File: src/rtl/seg_display_if.sv
// Bundles the requester inputs and the dual-bank display outputs of the display arbiter.
// The master drives requests and segment data; the slave is the arbiter.
interface seg_display_if;
  logic [2:0]  req;
  logic [95:0] left_data;
  logic [95:0] right_data;
  logic [7:0]  seg;
  logic [7:0]  seg1;
  logic [3:0]  an;
  logic [3:0]  an_right;
  logic [2:0]  grant;

  modport master (
    output req, left_data, right_data,
    input  seg, seg1, an, an_right, grant
  );

  modport slave (
    input  req, left_data, right_data,
    output seg, seg1, an, an_right, grant
  );
endinterface

File: src/rtl/seg_display_arbiter.sv
// Round-robin arbiter that time-shares a multiplexed dual-bank 4-digit display between three
// requesters, with a minimum hold time per owner and a one-slot blank between owners.
module seg_display_arbiter #(
  parameter int unsigned REFRESH_DIV = 200000,
  parameter int unsigned HOLD_FRAMES = 250
) (
  input logic          clk,
  input logic          reset,
  seg_display_if.slave bus
);

  localparam int unsigned CntW = (REFRESH_DIV > 1) ? $clog2(REFRESH_DIV) : 1;
  localparam int unsigned FrW  = (HOLD_FRAMES > 0) ? $clog2(HOLD_FRAMES + 1) : 1;
  localparam logic [CntW-1:0] CntMax = CntW'(REFRESH_DIV - 1);
  localparam logic [FrW-1:0]  FrMax  = FrW'(HOLD_FRAMES);

  typedef enum logic [1:0] {StIdle, StActive, StBlank} state_e;

  state_e          state_q;
  logic [CntW-1:0] cnt_q;
  logic [1:0]      digit_q;
  logic [FrW-1:0]  frames_q;
  logic [1:0]      owner_q;
  logic [1:0]      last_owner_q;

  logic           tick;
  logic           frame_end;
  logic           hold_done;
  logic           owner_req;
  logic           others_req;
  logic [FrW-1:0] frames_inc;
  logic [1:0]     winner;
  logic [2:0]     owner_oh;
  logic [6:0]     sel;

  function automatic logic [1:0] next3(input logic [1:0] v);
    return (v == 2'd2) ? 2'd0 : v + 2'd1;
  endfunction

  // Search order is last+1, last+2, last (mod 3).
  function automatic logic [1:0] rr_pick(input logic [1:0] last, input logic [2:0] r);
    logic [1:0] c1;
    logic [1:0] c2;
    c1 = next3(last);
    c2 = next3(c1);
    if (r[c1]) return c1;
    if (r[c2]) return c2;
    return last;
  endfunction

  always_comb begin
    tick       = (cnt_q == CntMax);
    frame_end  = tick && (digit_q == 2'd3);
    frames_inc = (frames_q >= FrMax) ? frames_q : frames_q + FrW'(1);
    hold_done  = (frames_inc >= FrMax);
    owner_oh   = 3'b001 << owner_q;
    owner_req  = |(bus.req & owner_oh);
    others_req = |(bus.req & ~owner_oh);
    winner     = rr_pick(last_owner_q, bus.req);
    // Byte offset of (owner, digit) within the packed 96-bit data buses.
    sel        = {owner_q, digit_q, 3'b000};
  end

  always_ff @(posedge clk or posedge reset) begin
    if (reset) begin
      state_q      <= StIdle;
      cnt_q        <= '0;
      digit_q      <= '0;
      frames_q     <= '0;
      owner_q      <= '0;
      last_owner_q <= 2'd2;
      bus.seg      <= '0;
      bus.seg1     <= '0;
      bus.an       <= '0;
      bus.an_right <= '0;
      bus.grant    <= '0;
    end else begin
      unique case (state_q)
        StIdle: begin
          bus.seg      <= '0;
          bus.seg1     <= '0;
          bus.an       <= '0;
          bus.an_right <= '0;
          bus.grant    <= '0;
          if (|bus.req) begin
            state_q   <= StActive;
            owner_q   <= winner;
            bus.grant <= 3'b001 << winner;
            cnt_q     <= '0;
            digit_q   <= '0;
            frames_q  <= '0;
          end
        end

        StActive: begin
          // Losing the owner's request always wins over the hold logic.
          if (!owner_req || (frame_end && hold_done && others_req)) begin
            state_q      <= StBlank;
            last_owner_q <= owner_q;
            bus.grant    <= '0;
            cnt_q        <= '0;
            digit_q      <= '0;
            bus.seg      <= '0;
            bus.seg1     <= '0;
            bus.an       <= '0;
            bus.an_right <= '0;
          end else begin
            bus.seg      <= bus.left_data[sel +: 8];
            bus.seg1     <= bus.right_data[sel +: 8];
            bus.an       <= 4'b0001 << digit_q;
            bus.an_right <= 4'b0001 << digit_q;
            cnt_q        <= tick ? '0 : cnt_q + CntW'(1);
            if (tick) digit_q <= digit_q + 2'd1;
            if (frame_end) frames_q <= frames_inc;
          end
        end

        StBlank: begin
          bus.seg      <= '0;
          bus.seg1     <= '0;
          bus.an       <= '0;
          bus.an_right <= '0;
          bus.grant    <= '0;
          if (tick) begin
            cnt_q <= '0;
            if (|bus.req) begin
              state_q   <= StActive;
              owner_q   <= winner;
              bus.grant <= 3'b001 << winner;
              digit_q   <= '0;
              frames_q  <= '0;
            end else begin
              state_q <= StIdle;
            end
          end else begin
            cnt_q <= cnt_q + CntW'(1);
          end
        end

        default: state_q <= StIdle;
      endcase
    end
  end

endmodule

File: src/flat_wrapper.sv
// flat-port wrapper written by rule: the top's interface ports become plain ports
module seg_display_arbiter_flat 
#(
  parameter int unsigned REFRESH_DIV = 200000,
  parameter int unsigned HOLD_FRAMES = 250
)
  (clk, reset, bus_req, bus_left_data, bus_right_data, bus_seg, bus_seg1, bus_an, bus_an_right, bus_grant);
  seg_display_if bus_i ();
  input logic clk;
  input logic reset;
  input wire logic [$bits(bus_i.req)-1:0] bus_req;
  input wire logic [$bits(bus_i.left_data)-1:0] bus_left_data;
  input wire logic [$bits(bus_i.right_data)-1:0] bus_right_data;
  output wire logic [$bits(bus_i.seg)-1:0] bus_seg;
  output wire logic [$bits(bus_i.seg1)-1:0] bus_seg1;
  output wire logic [$bits(bus_i.an)-1:0] bus_an;
  output wire logic [$bits(bus_i.an_right)-1:0] bus_an_right;
  output wire logic [$bits(bus_i.grant)-1:0] bus_grant;
  assign bus_i.req = bus_req;
  assign bus_i.left_data = bus_left_data;
  assign bus_i.right_data = bus_right_data;
  assign bus_seg = bus_i.seg;
  assign bus_seg1 = bus_i.seg1;
  assign bus_an = bus_i.an;
  assign bus_an_right = bus_i.an_right;
  assign bus_grant = bus_i.grant;
  seg_display_arbiter #(.REFRESH_DIV(REFRESH_DIV), .HOLD_FRAMES(HOLD_FRAMES)) u_core (.clk(clk), .reset(reset), .bus(bus_i));
endmodule
File: config.mk
export PLATFORM = sky130hd
export DESIGN_NAME = seg_display_arbiter_flat
export DESIGN_NICKNAME = d
export VERILOG_FILES = /design/src/rtl/seg_display_if.sv /design/src/rtl/seg_display_arbiter.sv /design/src/flat_wrapper.sv
export SDC_FILE = /design/constraint.sdc
export NUM_CORES = 1
export LEC_CHECK = 0
export ABC_AREA = 1
export CAP_MARGIN = 40
export CORE_ASPECT_RATIO = 1.75
export CORE_MARGIN = 2
export CORE_UTILIZATION = 36
export DETAILED_ROUTE_END_ITERATION = 10
export DONT_BUFFER_PORTS = 1
export SLEW_MARGIN = 20
export SYNTH_ARGS = -nofsm -noshare
export SYNTH_HDL_FRONTEND = slang
export SYNTH_SLANG_ARGS = --single-unit
File: constraint.sdc
create_clock -name clk -period 3.48 [get_ports clk]
set_input_delay 0.522 -clock clk [delete_from_list [all_inputs] [get_ports clk]]
set_output_delay 0.522 -clock clk [all_outputs]
set_load 0.01 [all_outputs]
==> out/metrics.cfg <==
[cells_and_area]
drive_gt1_frac=0.0887
multi_input_area_mm2=0.00317
syn_to_final_growth_pct=8.03
fill_cells=1481
seqCellArea_mm2=0.00143
fin_area_mm2=0.00542
final_cells=922
finalNetCount=948

[critical_path]
crit_top_cell=nand2_1
slowest_stage=dfrtp_1
critPathMaxFanout=21
path_class=reg2reg
critical_path_arrival_ns=2.85
critPathMaxStageDelay_ns=0.68
endpoint_kind=flop
cp-start-kind=flop
crit_chain=nand2_1, clkinv_1, nand2_1, o211ai_1, nand2_2, nand2_4, nand2_4, nand2_1, o21ai_1
required_ns=3.73

[power_and_ir_drop]
p_int_mw=2.01
power_frac_clock=0.233
p_leak_nw=2.47
switching_power_mw=1.82
power_density_mw_per_mm2=706
p_sw_frac=0.476
seqPwrFrac=0.261
ir_drop_v=0.000267
pwr-share-comb=0.505

[logic_synthesis]
synth.distinct_cells=44
synthCells=767
async_reset_ff_frac=1.00
synth-edff-count=0
avgSynthCellArea_um2=6.54
synth_warnings=0
ys_seq_area_frac=0.285
synth_nets=976
ys_seq_elements=57
synth_area_mm2=0.00502
synth_ff_type=dfrtp_1

[sta]
setup_ws_ns=0.883
tightestPinTransition_ns=0.859
fmaxAchievable_ghz=0.385
setup_violations=0
fin_setup_tns_ns=0
relSlewSlack=0.428
post-route-period-util=0.746
hold_viol=0
worst_hold_slack_ns=0.00371
fin_skew_ns=0.00833
period_needed_ns=2.60
rsz0062_at_grt=no
drv_slew=0

[placement]
place_congestion=0.913
port_buffers=0
dpl.cell_count=905
dp_worst_setup_slack_ns=0.891
place_hpwl_mm=13.7
place_area_mm2=0.00512

[route]
wl_per_cell_um=18.4
highest_layer=met4
via_count=5121
route.detailed.drc=0
vias_per_cell=5.55
ant_nets=0
routed-wl-met2_mm=9.41
drt_pass1_iterations=5
wirelength_mm=17.0
drt_iter0_drc=339
drt-met1-wl_mm=5.94
wl_met3_mm=1.08

[grt]
grt_max_degree=53
antenna_found_initial=1
grt.total_usage=0.222
grt_pass1_wl_mm=25.4
overflow=0
grt_pass1_vias=4835

[clocking]
cts_hold_buf=0
cts_setup_buffers=0
clk_pin_slew_ns=0.05
clock_sinks=57
ctsResizeCount=0
cts_max_level=3
cts_max_path_buffers=2
root_buffer=clkbuf_16
cts_tree=yes
numCtsBuffers=9
insertion_delay_ns=0.33

[die]
rows=57
die_x_um=93.2
start_util=0.365
core_mm2=0.0138
io_pins=224
die_y_um=160
dieArea_mm2=0.0149

[run_status]
outcome=completed

[flow_run]
drv_cap=0

[hold_path]
min_path_type=in2async

## cells in the final DEF, fill, tap and decap left out, types with 9 or more instances in the layout
master     synthesis  routed
o31ai_1           16      16
o211ai_1          18      18
inv_1             40      39
nand2_1          254     254
o21ai_2           11      11
buf_4              5      11
clkbuf_16          0       9
o21ai_0           38      38
dfrtp_1           56      54
o21ai_1           15      15
a221oi_1          16      16
a32o_1            16      16
a21oi_1           84      84
ha_1              12      12
nand3_1           21      21
nor2_1            55      55
## metrics by stage
step	total power, mW	util
floorplan	2.46	-
global placement	2.95	0.370
detailed placement	2.96	0.372
CTS	3.87	0.394
global route	4.14	0.394
finish	3.83	0.394
## routing by layer
metal,track usage,vias to the layer above
met3,0.0443,32
li1,-,2552
met1,0.221,2328
met2,0.428,209
met4,0.0943,0
met5,0,-
## cell type report
cell class / instances / share of cell area
Antenna cell: 1 / 0.000462
Clock buffer: 13 / 0.0480
Clock inverter: 3 / 0.00739
Inverter: 47 / 0.0325
Multi-Input combinational cell: 611 / 0.584
Sequential cell: 57 / 0.264
Tap cell: 177 / 0.0409
Timing Repair Buffer: 13 / 0.0226
## state kept, by name, summed over array words and instances (netlist names)
signal,cells
u_core.digit_q,2
u_core.frames_q,8
u_core.last_owner_q,2
u_core.owner_q,2
u_core.bus.seg,8
u_core.cnt_q,18
u_core.bus.an,4
u_core.state_q,2
u_core.bus.seg1,8
u_core.bus.grant,3
## power groups by stage
stage | Clock (mW) | Sequential, mW | Combinational [mW]
after global routing | 0.942 | 1.01 | 2.18
after detailed placement | 0 | 1.01 | 1.95
final | 0.893 | 1.00 | 1.93
after CTS | 0.910 | 1.00 | 1.96
after floorplan | 0 | 0.896 | 1.57
after global placement | 0 | 1.01 | 1.94
## synthesized netlist by cell type (3+ instances only)
library cell  instances  share of area
o31ai_1              16          0.024
buf_2                 9         0.0090
o211ai_1             18          0.027
nand2_1             254           0.19
a221oi_1             16          0.028
xor2_1                6          0.010
a32o_1               16          0.032
o21ai_0              38          0.038
xnor2_1               4         0.0070
nand3_1              21          0.021
inv_2                 6         0.0045
buf_4                 5         0.0075
nand2_4               3         0.0067
nand3b_1              5         0.0075
a21oi_1              84          0.084
o21ai_1              15          0.015
nand4_1               6         0.0075
buf_1                 3         0.0022
nand2_2               6         0.0075
ha_1                 12          0.030
o21ai_2              11          0.019
dfrtp_1              56           0.28
nor3_1                8         0.0080
inv_1                40          0.030
clkbuf_1             31          0.023
nor2_1               55          0.041
## path summary, 6_finish.rpt
kind / from / to / slack, ns / cells after the start
min in group clk: bus_req[1] / u_core.bus.grant[1] / 0.50 / 4
setup reg to reg: u_core.owner_q[0] / u_core.frames_q[5] / 0.88 / 9
max in group asynchronous: reset / u_core.last_owner_q[1] / 2.90 / 2
hold / removal: reset / u_core.bus.an[2] / 0.004 / 1
setup / recovery: u_core.owner_q[0] / u_core.frames_q[5] / 0.88 / 9
hold reg to reg: u_core.cnt_q[1] / u_core.cnt_q[1] / 0.52 / 2
## cells by family after synthesis
family | synth area share
adders and majority gates | 0.0299
and+or+nand+nor | 0.308
buffers and inverters | 0.0843
xor gates and xnor gates | 0.0175
DFF | 0.285
AOI/OAI and AO/OA | 0.275
## worst max-delay path, delay by kind of cell, from the launching register on
family / cells / cell delay (ns)
flops: 1 / 0.68
buf+inv: 1 / 0.42
compound gates: 2 / 0.24
simple gates: 6 / 1.16
(Power assumes the default switching activity.)
